**src/rtl/spi_master.sv**
```systemverilog
// spi_master: full-duplex SPI master engine, one DATA_W-bit word per valid/ready command.
//
// Ports:
//   clk, rst             system clock, synchronous active-high reset
//   tx_data/tx_valid     command word and request; accepted when tx_valid && tx_ready
//   tx_ready             engine idle
//   slave_sel            slave index (out-of-range index runs the transfer with no ss asserted)
//   cpol, cpha, clk_div  SPI mode and half-period (clk_div+1 clk cycles), latched on accept
//   rx_data/rx_valid     received word and its one-cycle strobe
//   busy                 transfer in progress
//   ss, sck, mosi, miso  SPI bus (ss active low)
//
// Build option: define SPI_MASTER_LSB_FIRST_EN to add input lsb_first (latched on accept);
// when set the word is shifted out and assembled LSB first.
module spi_master #(
    parameter int unsigned SLAVE_C = 1,
    parameter int unsigned DATA_W  = 8,
    parameter int unsigned DIV_W   = 8
) (
    input  logic                     clk,
    input  logic                     rst,
    input  logic [DATA_W-1:0]        tx_data,
    input  logic                     tx_valid,
    output logic                     tx_ready,
    input  logic [$clog2(SLAVE_C):0] slave_sel,
    input  logic                     cpol,
    input  logic                     cpha,
    input  logic [DIV_W-1:0]         clk_div,
`ifdef SPI_MASTER_LSB_FIRST_EN
    input  logic                     lsb_first,
`endif
    output logic [DATA_W-1:0]        rx_data,
    output logic                     rx_valid,
    output logic                     busy,
    output logic [SLAVE_C-1:0]       ss,
    output logic                     sck,
    output logic                     mosi,
    input  logic                     miso
);

    localparam int unsigned SelW = $clog2(SLAVE_C) + 1;
    localparam int unsigned BitW = $clog2(2 * DATA_W) + 1;

    typedef enum logic [1:0] {StIdle, StSetup, StXfer, StHold} state_e;

    state_e             state_q;
    logic [DIV_W-1:0]   div_q;
    logic [DIV_W-1:0]   hcnt_q;
    logic [BitW-1:0]    bcnt_q;     // sck edges already issued in this transfer
    logic               lead_q;     // one-cycle command latch slot at the start of SETUP
    logic               cpol_q;
    logic               cpha_q;
    logic               lsb_q;
    logic [DATA_W-1:0]  tx_sh_q;    // bits not yet presented on mosi
    logic [DATA_W-1:0]  rx_sh_q;
    logic [DATA_W-1:0]  rx_data_q;
    logic [SLAVE_C-1:0] ss_q;
    logic               sck_q;
    logic               mosi_q;
    logic               rx_valid_q;
    logic               busy_q;
    logic               tx_ready_q;

    logic               accept;
    logic               hp_end;
    logic               leading;
    logic               last_edge;
    logic               do_sample;
    logic               do_shift;
    logic               lsb_in;
    logic [SLAVE_C-1:0] ss_dec;

    function automatic logic head(input logic [DATA_W-1:0] w, input logic lsb);
        return lsb ? w[0] : w[DATA_W-1];
    endfunction

    function automatic logic [DATA_W-1:0] drop(input logic [DATA_W-1:0] w, input logic lsb);
        return lsb ? {1'b0, w[DATA_W-1:1]} : {w[DATA_W-2:0], 1'b0};
    endfunction

    function automatic logic [DATA_W-1:0] rx_in(input logic [DATA_W-1:0] w, input logic b,
                                                input logic lsb);
        return lsb ? {b, w[DATA_W-1:1]} : {w[DATA_W-2:0], b};
    endfunction

    always_comb begin
        accept    = (state_q == StIdle) && tx_valid && tx_ready_q;
        hp_end    = (hcnt_q == div_q);
        // Edges alternate leading/trailing starting with leading (bcnt_q even).
        leading   = ~bcnt_q[0];
        last_edge = (bcnt_q == BitW'(2 * DATA_W - 1));
        do_sample = cpha_q ? ~leading : leading;
        do_shift  = cpha_q ? leading : (~leading && ~last_edge);
`ifdef SPI_MASTER_LSB_FIRST_EN
        lsb_in    = lsb_first;
`else
        lsb_in    = 1'b0;
`endif
        for (int i = 0; i < SLAVE_C; i++) begin
            ss_dec[i] = (slave_sel != SelW'(i));
        end
    end

    always_ff @(posedge clk) begin
        if (rst) begin
            state_q    <= StIdle;
            div_q      <= '0;
            hcnt_q     <= '0;
            bcnt_q     <= '0;
            lead_q     <= 1'b0;
            cpol_q     <= 1'b0;
            cpha_q     <= 1'b0;
            lsb_q      <= 1'b0;
            tx_sh_q    <= '0;
            rx_sh_q    <= '0;
            rx_data_q  <= '0;
            ss_q       <= '1;
            sck_q      <= 1'b0;
            mosi_q     <= 1'b0;
            rx_valid_q <= 1'b0;
            busy_q     <= 1'b0;
            tx_ready_q <= 1'b1;
        end else begin
            rx_valid_q <= 1'b0;
            unique case (state_q)
                StIdle: begin
                    if (accept) begin
                        state_q    <= StSetup;
                        div_q      <= clk_div;
                        cpol_q     <= cpol;
                        cpha_q     <= cpha;
                        lsb_q      <= lsb_in;
                        hcnt_q     <= '0;
                        bcnt_q     <= '0;
                        lead_q     <= 1'b1;
                        rx_sh_q    <= '0;
                        ss_q       <= ss_dec;
                        sck_q      <= cpol;
                        busy_q     <= 1'b1;
                        tx_ready_q <= 1'b0;
                        if (!cpha) begin
                            mosi_q  <= head(tx_data, lsb_in);
                            tx_sh_q <= drop(tx_data, lsb_in);
                        end else begin
                            tx_sh_q <= tx_data;
                        end
                    end
                end
                StSetup: begin
                    if (lead_q) begin
                        lead_q <= 1'b0;
                    end else if (hp_end) begin
                        hcnt_q  <= '0;
                        state_q <= StXfer;
                    end else begin
                        hcnt_q <= hcnt_q + 1'b1;
                    end
                end
                StXfer: begin
                    if (hp_end) begin
                        hcnt_q <= '0;
                        sck_q  <= ~sck_q;
                        bcnt_q <= bcnt_q + 1'b1;
                        if (do_sample) begin
                            rx_sh_q <= rx_in(rx_sh_q, miso, lsb_q);
                        end
                        if (do_shift) begin
                            mosi_q  <= head(tx_sh_q, lsb_q);
                            tx_sh_q <= drop(tx_sh_q, lsb_q);
                        end
                        if (last_edge) begin
                            state_q <= StHold;
                        end
                    end else begin
                        hcnt_q <= hcnt_q + 1'b1;
                    end
                end
                StHold: begin
                    if (hp_end) begin
                        hcnt_q     <= '0;
                        state_q    <= StIdle;
                        ss_q       <= '1;
                        rx_data_q  <= rx_sh_q;
                        rx_valid_q <= 1'b1;
                        busy_q     <= 1'b0;
                        tx_ready_q <= 1'b1;
                    end else begin
                        hcnt_q <= hcnt_q + 1'b1;
                    end
                end
                default: state_q <= StIdle;
            endcase
        end
    end

    assign tx_ready = tx_ready_q;
    assign rx_data  = rx_data_q;
    assign rx_valid = rx_valid_q;
    assign busy     = busy_q;
    assign ss       = ss_q;
    assign sck      = sck_q;
    assign mosi     = mosi_q;

endmodule

```
**config.mk**
```make
export PLATFORM = sky130hd
export DESIGN_NAME = spi_master
export DESIGN_NICKNAME = d
export VERILOG_FILES = /design/src/rtl/spi_master.sv
export SDC_FILE = /design/constraint.sdc
export NUM_CORES = 1
export LEC_CHECK = 0
export ABC_AREA = 0
export BUFFER_PORTS_ARGS = -buffer_cell sky130_fd_sc_hd__buf_2
export CAP_MARGIN = 20
export CELL_PAD_IN_SITES_DETAIL_PLACEMENT = 0
export CELL_PAD_IN_SITES_GLOBAL_PLACEMENT = 1
export CORE_MARGIN = 2
export CORE_UTILIZATION = 29
export DETAILED_ROUTE_END_ITERATION = 8
export GPL_TIMING_DRIVEN = 0
export PLACE_DENSITY = 0.58
export SLEW_MARGIN = 20
export SYNTH_ARGS = -nofsm -noshare
export SYNTH_HDL_FRONTEND = slang
export SYNTH_SLANG_ARGS = --single-unit
```
**constraint.sdc**
```tcl
create_clock -name clk -period 2 [get_ports clk]
set_input_delay 0.1 -clock clk [delete_from_list [all_inputs] [get_ports clk]]
set_output_delay 0.1 -clock clk [all_outputs]
set_load 0.01 [all_outputs]
```
# Yosys cells after proc, flatten, opt, wreduce, memory -nomap -nowiden
# Cells that the tools add are included.
# word_totals
in_bits	23
word_cells	96
output_inout_bits	14
regBits	55
# op_classes
bitwise_logic	4
muxes	42
reduce_logical	19
n_eq_ne	14
addsub	2
# ops
operator	count
2-to-1 mux 8 bit	9
case mux 8 bit (2 select lines)	2
case mux 8 bit (3 select lines)	1
!= test 2 bit (second input constant)	9
2-to-1 mux 1 bit	14
2-to-1 mux 2 bit	6
case mux 1 bit (2 select lines)	6
2-to-1 mux 5 bit	2
case mux 5 bit (2 select lines)	1
adder 8 x 1 -> 8 bit (second input constant)	1
equality test 8 bit	1
case mux 2 bit (4 select lines)	1
AND reduction 2 bit	4
AND reduction 4 bit	2
AND reduction 3 bit	2
AND reduction 6 bit	1
nonzero test 2 bit	3
adder 5 x 1 -> 5 bit (second input constant)	1
equality test 5 x 4 -> 1 bit (second input constant)	1
AND reduction 5 bit	1
equality test 2 bit (second input constant)	2
inverter 1 bit	4
OR reduction 2 bit	2
logical AND 1 bit	3
other kinds (2)	2

# Logic depth before layout (Yosys ltp)
# depth
word_depth	7
ltp_mapped	8
depth_no_buf	7

# Worst setup path before layout
# OpenSTA, ideal clock, no wires.
# synth_timing
kind	register to register
start	register state_q[0]
end	register mosi_q, in the netlist mosi
stages_incl_launch_ff	8
arrival_ns	1.842
t_required_ns	1.909
slack_ns	0.067
period_less_slack_ns	1.933
n_path_buf	1
setup_time_ns	0.091
cell_sequence	dfxtp_1 -> inv_1 -> ha_1 -> clkbuf_1 -> o21ai_0 -> o21a_1 -> a31oi_1 -> a311oi_1
# synth_between
elab_chain_cells	5
word_cells_on_any_way	11
classes_between	5 x eq/ne; 1 x mux; 5 x reduce/logical
# synth_rtl
element	line_no	text
from (decl)	46	state_e state_q;
from (signal assigned)	106	state_q <= StIdle;
from (signal assigned)	128	state_q <= StSetup;
from (signal assigned)	154	state_q <= StXfer;
logical NOT 2 bit	87, 125	
logical AND 1 bit (2 in a row)	87	accept = (state_q == StIdle) && tx_valid && tx_ready_q;
!= test 2 bit (no line)	n/a	
AND reduction 5 bit (no line)	n/a	
to (signal assigned)	142	mosi_q <= head(tx_data, lsb_in);
to (signal assigned)	168	mosi_q <= head(tx_sh_q, lsb_q);
to (decl)	59	logic mosi_q;
# Parallel ways exist; a longest one is shown, timed or not.
# A chain may end at the register's enable or synchronous reset.

# Worst setup path in the final report
# layout_timing
start	register hcnt_q[4]
end	register rx_sh_q[5]
# layout_between
elab_chain_cells	3
# layout_rtl
element	line_no	text
from (decl)	48	logic [DIV_W-1:0] hcnt_q;
from (signal assigned)	156	hcnt_q <= hcnt_q + 1'b1;
from (signal assigned)	175	hcnt_q <= hcnt_q + 1'b1;
from (signal assigned)	188	hcnt_q <= hcnt_q + 1'b1;
equality test 8 bit	88	hp_end = (hcnt_q == div_q);
!= test 2 bit (no line)	n/a	
AND reduction 4 bit (no line)	n/a	
to (signal assigned)	165	rx_sh_q <= rx_in(rx_sh_q, miso, lsb_q);
to (decl)	55	logic [DATA_W-1:0] rx_sh_q;
# Every way passes these cells.

==> flow_summary.ini <==
[setup_path]
slowest_stage = nor4_4
cp_cell_sequence = xor2_2 > nor4_4 > nand4_1 > buf_4 > a22o_4 > a22o_1
max_stage_delay_ns = 0.48
critPathKind = reg -> reg
cp-start-kind = register
path_delay_family = simple AND/OR/NAND/NOR gates
critPathArrivalTime_ns = 2.16
required_ns = 2.21
critPathBufInv = 1
crit_fanout = 8
endpoint_kind = register

[clock_network]
clk_path_buf_depth = 2
path_clk_slew_ns = 0.10
cts_inserted_buffers = 5
hold_buffers = 0
h-tree-depth = 2
cts_tree = built
insertion_delay_ns = 0.31
cts_root_buffer = clkbuf_8
clock-sinks = 55

[global_routing]
grt_usage_pct = 15.1
grt_max_degree = 17
busiest_layer = met2
grt_pass1_wl_mm = 12.0
gr-usage-met2_pct = 24.8
grt_use_met3_pct = 2.84
antenna_found_initial = 0
overflow = 0
gr-usage-met1_pct = 20.5
grt_pass1_vias = 2347

[worst_hold_path]
worstHoldPathType = in -> reg

[die]
die_w_um = 98.6
fp-row-count = 34
die_area_um2 = 9720
ios = 37
start_util_pct = 29.9
dieHeight_um = 98.6
coreArea_um2 = 8680

[yosys]
syn_area_um2 = 2590
synth_top_area_share_pct = 42.5
syn_inst = 301
synth-warning-count = 0
synth-seq-area-share_pct = 42.5
synth_commonest_cells = dfxtp_1, nand2_1, a21oi_1
syn_nets = 331
synth.distinct_cells = 42
yosysMostFrequentCell = dfxtp_1
netlist_top_cells_area = dfxtp_1, nand2_1, a21oi_1
synth_flop_cell = dfxtp_1
ys_ff_latch = 55
post-synth-top-area-cell = dfxtp_1
ys_async_sr_fraction_pct = 0
synth-edff-count = 0
syn_avg_cell_area_um2 = 8.62

[job]
drv_cap = 0

[sta]
setup_viol_count_final = 0
max_freq_mhz = 513
hold_viol = 0
final.setup.tns_ns = 0
finClkSkew_ns = 0.00579
min_period_ns = 1.95
tightest_slew_ns = 0.656
relSlewSlack_pct = 56.3
grt_setup_unrepaired = yes
fin_crit_sh_pct = 97.5
whs_ns = 0.0123
finalMaxSlewViolations = 0

[power_and_ir_drop]
p_leak_nw = 1.36
ir_worst_vdd_mv = 0.604
p_per_area_nw_per_um2 = 1290

[place]
gp_congestion = 0.807
dp_hpwl_mm = 4.96
io_buffers = 35

[routing]
antenna_left = 0
drtIter0Drc = 78
routed_wl_mm = 7.23
vias_per_cell = 5.12
route.detailed.drc = 0
vias = 2405
wire_per_inst_um = 15.4
drt_first_pass_iters = 4

[finish]
fillCellCount = 936
multiInputGateArea_um2 = 1580
drive_above_1_share_pct = 29.6
n_antenna_cell = 0
area_delta_synth_final_pct = 30.4
regArea_um2 = 1120
fin_nets = 391

[run_status]
status = completed
worst min-delay path, stage by stage:
cell and delay [ns]:
buf_2 0.09, nand2_1 0.05, a21oi_1 0.05
final timing paths:
path / cells after the start / to / from / slack [ns]
min: 3 / div_q[2] / clk_div[2] / 0.01
max: 6 / rx_sh_q[5] / hcnt_q[4] / 0.05
min reg2reg: 2 / rx_data[7] / rx_data[7] / 0.46
max reg2reg: 6 / rx_sh_q[5] / hcnt_q[4] / 0.05
state kept, by name, indices dropped and copies added (netlist names), 2 cells and up:
register	cells
state_q	2
rx_data	8
tx_sh_q	8
hcnt_q	8
rx_sh_q	8
div_q	8
bcnt_q	5
placed cells by master, fill, tap and decap left out, types with 3 or more instances in the layout:
cell type / instances
nor2b_1: 5
nor4_4: 3
nand2b_1: 3
clkbuf_1: 8
o41ai_1: 4
dfxtp_4: 4
clkbuf_8: 6
a22o_1: 12
xor2_2: 6
nand2_1: 46
a21oi_2: 3
o21ai_0: 14
and3_1: 4
nand3_1: 16
buf_4: 18
dfxtp_2: 5
a31oi_1: 6
buf_2: 36
nor2_1: 10
inv_1: 6
dfxtp_1: 46
mux2i_1: 9
ha_1: 7
a21oi_1: 31
o2111ai_1: 7
nand4_1: 4
cell families (layout without fill, tap and decap cells):
family | count (synthesis) | after routing | synth area share [%]
flops | 55 | 55 | 42.5
compound gates | 96 | 96 | 24.3
fa+ha+maj | 7 | 7 | 3.38
xor+xnor | 8 | 8 | 2.70
mux | 9 | 9 | 3.47
simple gates | 103 | 103 | 20.3
buf+inv | 23 | 84 | 3.43
layout make-up:
type	count	area share, %
Inverter	7	0.777
Buffer	16	2.66
Clock inverter	2	1.04
Multi-Input combinational cell	223	46.6
Sequential cell	55	33.2
Tap cell	108	3.99
Timing Repair Buffer	53	9.28
Clock buffer	6	2.44
report_power, final:
part | switching (W) | internal, W
registers | 0.000127 | 0.00124
clock network | 0.000366 | 0.000406
logic | 0.00127 | 0.000945
metrics by stage:
step	utilization, %	power (W)	setup WS, ns	area (um2)	cells
after floorplan	-	0.00246	0.0673	2590	301
after global placement	33.5	0.00292	-0.659	2900	444
after detailed placement	33.5	0.00293	-0.711	2900	444
after CTS	36.5	0.00407	-0.0168	3170	462
after global routing	39.0	0.00466	-0.0593	3380	470
final	39.0	0.00436	0.0501	3380	470
per-layer routing:
layer	wire length, um	up-vias	part of all wire (%)
met2	3560	31	49
met1	3420	1158	47
met5	0	-	0
met4	62	0	0.86
li1	-	1212	-
met3	190	4	2.6
timing repair:
item	CTS	global route
buffers inserted	10	8
gates resized for setup	23	41
pin swaps	6	18
setup endpoints to repair	42	35
Note: power is estimated with default switching activity, not from simulation.
